$ cat config.mk
export PLATFORM = sky130hd
export DESIGN_NAME = ux607_gnrl_icb32tobyte_split
export DESIGN_NICKNAME = d
export VERILOG_FILES = /design/src/rtl/ux607_gnrl_icb32tobyte_split.sv
export SDC_FILE = /design/constraint.sdc
export NUM_CORES = 1
export LEC_CHECK = 0
export BUFFER_PORTS_ARGS = -buffer_cell sky130_fd_sc_hd__buf_2
export CORE_UTILIZATION = 35
export CTS_BUF_LIST = sky130_fd_sc_hd__clkbuf_8
export DETAILED_ROUTE_END_ITERATION = 16
export GPL_TIMING_DRIVEN = 0
export PLACE_DENSITY = 0.64
export SLEW_MARGIN = 5
export SYNTH_ARGS = -nofsm -noshare
export SYNTH_HDL_FRONTEND = slang
export SYNTH_SLANG_ARGS = --single-unit
$ cat constraint.sdc
create_clock -name clk -period 7.5 [get_ports clk]
set_input_delay 1.5 -clock clk [delete_from_list [all_inputs] [get_ports clk]]
set_output_delay 1.5 -clock clk [all_outputs]
set_load 0.005 [all_outputs]
$ cat src/rtl/ux607_gnrl_icb32tobyte_split.sv
// ux607_gnrl_icb32tobyte_split
// Breaks a 32-bit ICB byte/halfword/word access into a sequence of single-byte
// ICB beats, one per enabled lane, for byte-wide peripheral bridges. Read bytes
// from every beat are merged lane-aligned into one 32-bit response and beat
// errors are ORed together. Only one upstream transaction is in flight.
module ux607_gnrl_icb32tobyte_split #(
  parameter int unsigned AW = 32
) (
  input  logic          clk,
  input  logic          rst,

  // Upstream 32-bit command channel
  input  logic          i_icb_cmd_valid,
  output logic          i_icb_cmd_ready,
  input  logic          i_icb_cmd_read,
  input  logic [AW-1:0] i_icb_cmd_addr,
  input  logic [31:0]   i_icb_cmd_wdata,
  input  logic [3:0]    i_icb_cmd_wmask,
  input  logic [1:0]    i_icb_cmd_size,

  // Upstream 32-bit response channel
  output logic          i_icb_rsp_valid,
  input  logic          i_icb_rsp_ready,
  output logic          i_icb_rsp_err,
  output logic [31:0]   i_icb_rsp_rdata,

  // Downstream byte command channel
  output logic          o_icb_cmd_valid,
  input  logic          o_icb_cmd_ready,
  output logic          o_icb_cmd_read,
  output logic [AW-1:0] o_icb_cmd_addr,
  output logic [31:0]   o_icb_cmd_wdata,
  output logic [3:0]    o_icb_cmd_wmask,
  output logic [1:0]    o_icb_cmd_size,

  // Downstream byte response channel (always consumed, no ready)
  input  logic          o_icb_rsp_valid,
  input  logic          o_icb_rsp_err,
  input  logic [31:0]   o_icb_rsp_rdata
);

  typedef enum logic [1:0] {
    StIdle,
    StCmd,
    StWrsp,
    StResp
  } state_e;

  // Lowest set bit of a 4-lane mask; callers guarantee the mask is non-zero.
  function automatic logic [1:0] lowest_lane(input logic [3:0] m);
    if (m[0]) begin
      return 2'd0;
    end else if (m[1]) begin
      return 2'd1;
    end else if (m[2]) begin
      return 2'd2;
    end
    return 2'd3;
  endfunction

  state_e        state_q, state_d;
  logic          read_q, read_d;
  logic [31:0]   wdata_q, wdata_d;
  logic [AW-3:0] base_hi_q, base_hi_d;
  logic [3:0]    en_q, en_d;
  logic [1:0]    lane_q, lane_d;
  logic [31:0]   acc_q, acc_d;
  logic          err_q, err_d;

  logic [3:0]    window;
  logic [3:0]    accept_en;
  logic [3:0]    lane_oh;
  logic [3:0]    en_left;
  logic          beat_done;

  // Lane window of the incoming access. The base is the address aligned to the
  // access size, so only its low two bits matter for the window; the size
  // itself is not needed after accept, the resulting lane set is latched.
  always_comb begin
    window = 4'b0000;
    unique case (i_icb_cmd_size)
      2'd0:    window = 4'b0001 << i_icb_cmd_addr[1:0];
      2'd1:    window = 4'b0011 << {i_icb_cmd_addr[1], 1'b0};
      default: window = 4'b1111;
    endcase
    accept_en = i_icb_cmd_read ? window : (window & i_icb_cmd_wmask);
  end

  assign lane_oh = 4'b0001 << lane_q;
  assign en_left = en_q & ~lane_oh;

  // Next-state logic: accept, per-beat sequencing and response hand-off.
  always_comb begin
    state_d   = state_q;
    read_d    = read_q;
    wdata_d   = wdata_q;
    base_hi_d = base_hi_q;
    en_d      = en_q;
    lane_d    = lane_q;
    acc_d     = acc_q;
    err_d     = err_q;
    beat_done = 1'b0;

    unique case (state_q)
      StIdle: begin
        if (i_icb_cmd_valid) begin
          read_d    = i_icb_cmd_read;
          wdata_d   = i_icb_cmd_wdata;
          base_hi_d = i_icb_cmd_addr[AW-1:2];
          en_d      = accept_en;
          acc_d     = 32'h0;
          err_d     = 1'b0;
          if (accept_en == 4'b0000) begin
            state_d = StResp;
          end else begin
            lane_d  = lowest_lane(accept_en);
            state_d = StCmd;
          end
        end
      end
      StCmd: begin
        // A response without a command handshake belongs to nothing; ignore it.
        if (o_icb_cmd_ready) begin
          if (o_icb_rsp_valid) begin
            beat_done = 1'b1;
          end else begin
            state_d = StWrsp;
          end
        end
      end
      StWrsp: begin
        if (o_icb_rsp_valid) begin
          beat_done = 1'b1;
        end
      end
      StResp: begin
        if (i_icb_rsp_ready) begin
          state_d = StIdle;
        end
      end
      default: state_d = StIdle;
    endcase

    // Errors never abort the sequence; every enabled lane is still issued.
    if (beat_done) begin
      if (read_q) begin
        for (int i = 0; i < 4; i++) begin
          if (lane_oh[i]) begin
            acc_d[8*i +: 8] = o_icb_rsp_rdata[8*i +: 8];
          end
        end
      end
      err_d = err_q | o_icb_rsp_err;
      en_d  = en_left;
      if (en_left != 4'b0000) begin
        lane_d  = lowest_lane(en_left);
        state_d = StCmd;
      end else begin
        state_d = StResp;
      end
    end
  end

  // State and datapath registers; reset drops any in-flight transaction.
  always_ff @(posedge clk or posedge rst) begin
    if (rst) begin
      state_q   <= StIdle;
      read_q    <= 1'b0;
      wdata_q   <= 32'h0;
      base_hi_q <= '0;
      en_q      <= 4'b0000;
      lane_q    <= 2'd0;
      acc_q     <= 32'h0;
      err_q     <= 1'b0;
    end else begin
      state_q   <= state_d;
      read_q    <= read_d;
      wdata_q   <= wdata_d;
      base_hi_q <= base_hi_d;
      en_q      <= en_d;
      lane_q    <= lane_d;
      acc_q     <= acc_d;
      err_q     <= err_d;
    end
  end

  // Handshake outputs decoded straight from the state register.
  always_comb begin
    i_icb_cmd_ready = (state_q == StIdle);
    o_icb_cmd_valid = (state_q == StCmd);
    i_icb_rsp_valid = (state_q == StResp);
  end

  // Beat and response data; the lane mask is zero outside a command beat so
  // it reads as all-zero after reset.
  always_comb begin
    o_icb_cmd_read  = read_q;
    o_icb_cmd_addr  = {base_hi_q, lane_q};
    o_icb_cmd_wdata = wdata_q;
    o_icb_cmd_wmask = (state_q == StCmd) ? lane_oh : 4'b0000;
    o_icb_cmd_size  = 2'd0;
    i_icb_rsp_rdata = acc_q;
    i_icb_rsp_err   = err_q;
  end

endmodule

======== Word-level counts from Yosys, hierarchy flattened ========
Index checks and enable logic that the tools add are counted.
storage, ports and cells
  register bits ........................... 104
  bits in latches ......................... 0
  bits in writable memories ............... 0
  ROM bits ................................ 0
  input port bits ......................... 110
  memories kept ........................... 0
operators by class
  add/sub/neg operators ................... 0
  $mul .................................... 0
  div/mod/pow operators ................... 0
  order comparisons ....................... 0
  equality and inequality tests ........... 8
  shift operators ......................... 3
  multiplexer cells ....................... 52
  bitwise logic cells ..................... 4
  reduce and logical (&&, ||, !) cells .... 10
operators with widths
  cell                 number
  $mux 32              4
  $mux 2               20
  $mux 8               4
  $mux 4               5
  $mux 1               16
  $and 4x4->4          2
  $pmux 4 s2           1
  $reduce_bool 4->1    2
  $shl 1x2->4 const A  2
  $ne 3x1->1 const B   2
  $ne 3x2->1 const B   2
  $pmux 2 s3           1
  $reduce_and 5->1     1
  $eq 2x1->1 const B   2
  $eq 2x2->1 const B   2
  $logic_not 2->1      2
  $logic_not 4->1      1
  $not 4->4            1
  $reduce_and 2->1     2
  $reduce_bool 2->1    2
  $shl 2x2->4 const A  1
  $pmux 1 s2           1
  $or 1x1->1           1

======== Longest topological paths before layout ========
Gate-level depths: netlist of the first run.
  depth after elaboration ................. 16
  depth in mapped cells ................... 11
  gate-level depth less buffers ........... 7

======== Worst setup path after synthesis of the first run ========
No wires, ideal clock.
  kind .................................... input-to-reg
  from .................................... input o_icb_cmd_ready
  to ...................................... register acc_q[24], in the netlist i_icb_rsp_rdata[24]
  arrival time ............................ 2479 ps
  data required time ...................... 7382 ps
  slack ................................... 4903 ps
  stages on the path ...................... 8
  buffers on the path ..................... 3
  path through ............................ a21o_1 and3_4 buf_6 and4_4 buf_6 buf_12 nand2_2 o21ai_2
between the ends
  word-level cells in the longest chain between the ends .. 3
RTL lines
  item                    RTL line  source
  start: declaration      29        input logic o_icb_cmd_ready,
  $mux 1                  123       if (o_icb_cmd_ready) begin
  $pmux 1 s2              104       unique case (state_q)
  $mux 32                 145       if (beat_done) begin
  net acc_d[24]           67        logic [31:0] acc_q, acc_d;
  end signal: assignment  173       acc_q <= 32'h0;
  end signal: assignment  182       acc_q <= acc_d;
  end: declaration        67
The timed path passes the listed nets, and every way through them passes these cells.
A chain may end at the register's enable or synchronous reset.

======== Worst setup path after layout of the first run ========
  from .................................... register lane_q[0]
  to ...................................... output o_icb_cmd_wmask[2]
between the ends
  word-level cells in the longest chain between the ends .. 2
RTL lines
  item                      RTL line  source
  start: declaration        66        logic [1:0] lane_q, lane_d;
  start signal: assignment  181       lane_q <= lane_d;
  $shl 1x2->4               89        assign lane_oh = 4'b0001 << lane_q;
  $mux 4                    200       o_icb_cmd_wmask = (state_q == StCmd) ? lane_oh : 4'b0000;
  end: declaration          33        output logic [3:0] o_icb_cmd_wmask,
Every way passes these cells.

==> results of run 1 <==
worst min-delay path by stage:
stage          slack (ns)                  end  depth (start not counted)
3_3_place_gp         0.45  o_icb_cmd_wdata[12]                          2
6_report             0.48         base_hi_q[8]                          2
4_1_cts              0.48  o_icb_cmd_wdata[30]                          2
2_1_floorplan        0.47         base_hi_q[0]                          2
5_1_grt              0.49   o_icb_cmd_wdata[0]                          2
3_5_place_dp         0.46         base_hi_q[8]                          2
state kept, by name, indices dropped and copies added, names as in the netlist:
register,flops
en_q,4
o_icb_cmd_read,1
i_icb_rsp_rdata,32
i_icb_rsp_err,1
o_icb_cmd_wdata,32
lane_q,2
base_hi_q,30
state_q,2
where the power goes:
| part | internal (mW) | total (mW) | switching [mW] |
|---|---|---|---|
| logic | 0.365 | 0.817 | 0.452 |
| clock network | 0.159 | 0.343 | 0.184 |
| registers | 0.777 | 0.902 | 0.125 |
| total | 1.30 | 2.06 | 0.762 |
final cells by class:
class,count,area share (%)
Timing Repair Buffer,215,18.2
Clock inverter,5,0.809
Multi-Input combinational cell,366,28.2
Tap cell,172,3.57
Inverter,7,0.477
Clock buffer,10,2.28
Sequential cell,104,43.1
Buffer,33,3.28
metal layers:
metal	vias up	global-route usage, %	wire (um)	share of wire (%)
li1	2072	-	-	-
met1	1926	21.7	5110	44
met2	158	28.4	5400	47
met3	10	4.45	926	8.0
met4	0	6.41	154	1.3
met5	-	0	0	0
layout by cell type (no fill, tap or decap), types with 2 or more instances in the layout:
cell type,instances
nand2b_1,2
o22ai_1,6
clkinv_2,3
buf_1,6
clkbuf_8,10
dfrtp_1,104
o21ai_0,5
buf_2,218
a2bb2oi_1,2
ha_1,4
nor2b_1,4
nand2_2,8
nor2_1,9
inv_1,7
and2_1,2
nor3b_1,2
conb_1,2
buf_6,6
a21oi_1,7
o21ai_2,14
nand2_1,250
nor3_1,3
and3_1,5
clkbuf_1,14
o31ai_1,2
o21ai_1,21
buf_4,2
per-stage QoR:
step	instances	setup WS [ns]	hold WS [ns]	utilization, %
after CTS	912	4.40	0.480	47.8
after global placement	896	2.08	0.454	46.1
after detailed placement	897	4.31	0.458	46.3
after global routing	912	4.30	0.495	47.8
after floorplan	510	3.27	0.470	-
final	912	4.41	0.479	47.8
kinds of logic (layout without fill, tap and decap cells):
logic type	Yosys count	after routing	synth area share [%]
fa+ha+maj	5	5	1.33
other cells	1	2	0.0829
flops	104	104	57.5
mux	1	1	0.221
buf+inv	40	270	4.95
compound gates	67	67	9.76
simple gates	291	291	26.2
critical path, delay by kind of cell, from the launching register on:
family                 cells  cell delay (ns)
DFF                        1             0.42
buffers and inverters      3             0.60
and+or+nand+nor            1             0.20
==> impl_metrics.json, run 1 <==
{
  "multi_input_area_um2": 1700,
  "hold_path_class": "flop to flop",
  "synth.area.top_cells": "dfrtp_1 (58%), nand2_1 (21%), o21ai_2 (2.7%), o21ai_1 (2.3%), buf_6 (1.5%)",
  "grt_pass1_vias": 3839,
  "synth_seq_cells": 104,
  "cp_slowest_cell": "dfrtp_1",
  "r2r_start": "state_q[0]",
  "ys_seq_area_share_pct": 57.5,
  "die_x_um": 116,
  "portBuffers": 214,
  "status": "completed",
  "drc": 0,
  "synth_top_cell_area_share_pct": 57.5,
  "vias": 4166,
  "die-area_um2": 13400,
  "cts_sinks": 104,
  "ctsHoldBuffers": 0,
  "grt_use_total_pct": 17.2,
  "design_area_um2": 6030,
  "critPathCaptureType": "primary output",
  "grt_pass1_wl_um": 18000,
  "fill_cells": 1251,
  "yosysMostFrequentCell": "nand2_1",
  "gp_congestion": 0.860,
  "drive_gt1_share_pct": 36.1,
  "dp_hpwl_um": 8780,
  "worstReg2RegEnd": "base_hi_q[5]",
  "setup_violations": 0,
  "worstMarginPinSlew_ns": 0.727,
  "cp.required_ns": 6.00,
  "synthTopCellsByCount": "nand2_1 (250), dfrtp_1 (104), o21ai_1 (21)",
  "fmax_mhz": 324,
  "endpoint": "o_icb_cmd_wmask[2]",
  "layout_min_cycle_time_ns": 3.09,
  "grt-ovfl-total": 0,
  "synth-edff-count": 0,
  "ir_drop_v": 0.000133,
  "cts_buffers": 9,
  "drtAntennaViolNets": 0,
  "power_mw": 2.06,
  "row_count": 41,
  "rsz0062_at_grt": "false",
  "drtPass1Iterations": 4,
  "clk_path_buf_depth": 2,
  "drv_slew": 0,
  "ctsHtreeMaxLevel": 3,
  "crit_type": "flop to primary output",
  "syn_inst": 509,
  "via_per_inst": 4.57,
  "wl_per_cell_um": 12.7,
  "power.leakage_nw": 3.40,
  "arrival_ns": 1.59,
  "critPathLaunch": "lane_q[0]",
  "grt_max_degree": 60,
  "async_reset_ff_share_pct": 100,
  "cp_cell_sequence": "clkbuf_1 -> inv_1 -> and3_1 -> buf_2",
  "yosys.cell_types.count": 44,
  "synth-warning-count": 0,
  "cts_tree": "done",
  "timing.final.crit_share_pct": 41.1,
  "postCtsSetupRepairBufs": 0,
  "finalClockSkew_ns": 0.00835,
  "insertedDiodeCount": 0,
  "cts.clk_slew.worst_paths_ns": 0.09,
  "critPathLaunchType": "flop",
  "postPlaceCellArea_um2": 5850,
  "die_h_um": 116,
  "first_iter_violations": 251,
  "final-seq-area_um2": 2600,
  "reg2reg_slack_ns": 5.25,
  "synth_flop_cell": "dfrtp_1",
  "crit_path_max_incr_delay_ns": 0.42,
  "cts_root_buf": "clkbuf_8",
  "reg2regPathDepth": 8,
  "initial_utilization_pct": 35.9,
  "setup_tns_ns": 0,
  "routed_wl_um": 11600,
  "worstPathMaxFanout": 10,
  "syn_area_per_cell_um2": 8.89,
  "ios": 217,
  "slew_headroom_pct": 50.3,
  "synth.largest_area_cell": "dfrtp_1",
  "powerDensity_nw_per_um2": 342,
  "min_from": "base_hi_q[8]",
  "antenna_found_initial": 0,
  "coreArea_um2": 12600,
  "max-cap-violations": 0,
  "hold_viol_final": 0,
  "synthToLayoutAreaGrowth_pct": 33.3,
  "ctsResizeCount": 0,
  "clkLatencyLatePin_ns": 0.37,
  "nets": 850,
  "synth_area_um2": 4530
}
(Power assumes the default switching activity.)
==> inputs of run 2 (changes only) <==
--- a/config.mk
+++ b/config.mk
@@ -10,7 +10,7 @@
 export CTS_BUF_LIST = sky130_fd_sc_hd__clkbuf_8
 export DETAILED_ROUTE_END_ITERATION = 16
 export GPL_TIMING_DRIVEN = 0
-export PLACE_DENSITY = 0.64
+export PLACE_DENSITY = 0.67
 export SLEW_MARGIN = 5
 export SYNTH_ARGS = -nofsm -noshare
 export SYNTH_HDL_FRONTEND = slang
==> constraint.sdc (replaced) <==
create_clock -name clk -period 2.51 [get_ports clk]
set_input_delay 0.502 -clock clk [delete_from_list [all_inputs] [get_ports clk]]
set_output_delay 0.502 -clock clk [all_outputs]
set_load 0.005 [all_outputs]
==> impl_metrics.json, run 2 (synthesis results as in run 1) <==
{
  "status": "completed",
  "fin_cells": 913,
  "die_x_um": 116,
  "pwr-share-comb_pct": 38.9,
  "nets": 850,
  "row_count": 41,
  "worstMarginPinSlew_ns": 0.776,
  "met2_usage_pct": 30.5,
  "drtPass1Iterations": 4,
  "crit_type": "flop to primary output",
  "setup_tns_ns": 0,
  "critPathLaunchType": "flop",
  "powerDensity_nw_per_um2": 1030,
  "worstPathMaxFanout": 10,
  "hold_path_class": "primary input to async pin",
  "clk_path_buf_depth": 2,
  "via_per_inst": 4.55,
  "place_inst": 898,
  "cts_tree": "done",
  "gp_congestion": 0.832,
  "reg2reg_slack_ns": 0.39,
  "fin_hold_ws_ns": 0.231,
  "power.leakage_nw": 3.42,
  "cts_root_buf": "clkbuf_8",
  "ir_drop_v": 0.000488,
  "antenna_found_initial": 0,
  "top_usage_layer": "met2",
  "hold_viol_final": 0,
  "initial_utilization_pct": 35.9,
  "ctsHtreeMaxLevel": 3,
  "p_sw_mw": 2.31,
  "arrival_ns": 1.63,
  "drv_slew": 0,
  "grt_pass1_vias": 3911,
  "cts.clk_slew.worst_paths_ns": 0.10,
  "setup_violations": 0,
  "power_mw": 6.28,
  "drc": 0,
  "clkPwrFrac_pct": 17.8,
  "layout_common_cells": "nand2_1 (250), buf_2 (218), dfrtp_1 (104)",
  "insertedDiodeCount": 0,
  "postPlaceCellArea_um2": 5860,
  "critPathLaunch": "lane_q[0]",
  "drtAntennaViolNets": 0,
  "wl_per_cell_um": 12.9,
  "coreArea_um2": 12600,
  "dp_hpwl_um": 9110,
  "r2r_start": "state_q[0]",
  "grt_pass1_wl_um": 18400,
  "cts_sinks": 104,
  "seqPwrFrac_pct": 43.3,
  "portBuffers": 214,
  "design_area_um2": 6070,
  "timing.final.crit_share_pct": 85.0,
  "finalClockSkew_ns": 0.00493,
  "postCtsSetupRepairBufs": 0,
  "drive_gt1_share_pct": 36.3,
  "slew_headroom_pct": 46.9,
  "die-area_um2": 13400,
  "grt-ovfl-total": 0,
  "critPathCaptureType": "primary output",
  "crit_path_max_incr_delay_ns": 0.45,
  "layout_min_cycle_time_ns": 2.13,
  "clkLatencyLatePin_ns": 0.37,
  "grt_max_degree": 40,
  "layout_commonest_cell": "nand2_1",
  "cp.required_ns": 2.01,
  "rsz0062_at_grt": "false",
  "die_h_um": 116,
  "first_iter_violations": 173,
  "vias": 4158,
  "grt_use_met3_pct": 6.54,
  "fmax_mhz": 469,
  "power.internal_mw": 3.97,
  "ctsHoldBuffers": 0,
  "synthToLayoutAreaGrowth_pct": 34.1,
  "reg2regPathDepth": 8,
  "max-cap-violations": 0,
  "grt_use_total_pct": 17.9,
  "ios": 217,
  "endpoint": "o_icb_cmd_wmask[2]",
  "grtUsageMet1_pct": 21.5,
  "switching_share_pct": 36.8,
  "cts_buffers": 9,
  "cp_cell_sequence": "clkbuf_1 -> inv_1 -> and3_1 -> buf_2",
  "cp_slowest_cell": "dfrtp_1",
  "worstReg2RegEnd": "base_hi_q[10]",
  "routed_wl_um": 11800
}
[run 2: stage by stage]
stage / setup slack (ns) / util [%]
final: 0.377 / 48.1
after global routing: 0.128 / 48.1
after CTS: 0.0961 / 48.1
after detailed placement: 0.136 / 46.4
after global placement: 0.0806 / 46.1
after floorplan: 0.620 / -
[run 2: area by class of cell]
class	instances	area, um2
Tap cell	172	215
Fill cell	1255	6550
Clock inverter	7	88.8
Multi-Input combinational cell	366	1700
Inverter	7	30.0
Sequential cell	104	2600
Clock buffer	9	124
Timing Repair Buffer	216	1110
Buffer	32	195
[run 2: worst min path at each step]
stage                  startpoint                   to  slack [ns]  cells past startpoint
floorplan            base_hi_q[0]         base_hi_q[0]        0.47                      2
global placement     base_hi_q[7]         base_hi_q[7]        0.45                      2
detailed placement  base_hi_q[28]        base_hi_q[28]        0.46                      2
CTS                           rst  o_icb_cmd_wdata[20]        0.23                      2
global route                  rst  o_icb_cmd_wdata[20]        0.27                      2
finish                        rst  o_icb_cmd_wdata[20]        0.23                      2
[run 2: metal layers]
layer,vias to the layer above,wire [um]
met5,-,0
met4,0,133
met3,11,990
met2,168,5680
met1,1902,5000
li1,2077,-
[run 2: critical path: cells and delay by family (launching register included)]
| family | cells | cell delay [ns] |
|---|---|---|
| buffers and inverters | 3 | 0.60 |
| flip-flops | 1 | 0.45 |
| AND/OR/NAND/NOR | 1 | 0.21 |
[run 2: power groups by stage]
stage | logic (mW) | clock network [mW] | registers, mW
finish | 2.44 | 1.12 | 2.72
global route | 2.79 | 1.23 | 2.80
CTS | 2.48 | 1.17 | 2.72
detailed placement | 2.48 | 0 | 2.74
global placement | 2.40 | 0 | 2.70
floorplan | 1.31 | 0 | 2.75
[run 2: timing repair]
| action | 4_1_cts | 5_1_grt |
|---|---|---|
| resized for setup | 0 | 2 |
| hold endpoints to repair | 0 | 0 |
| endpoints found under the setup margin | 0 | 50 |
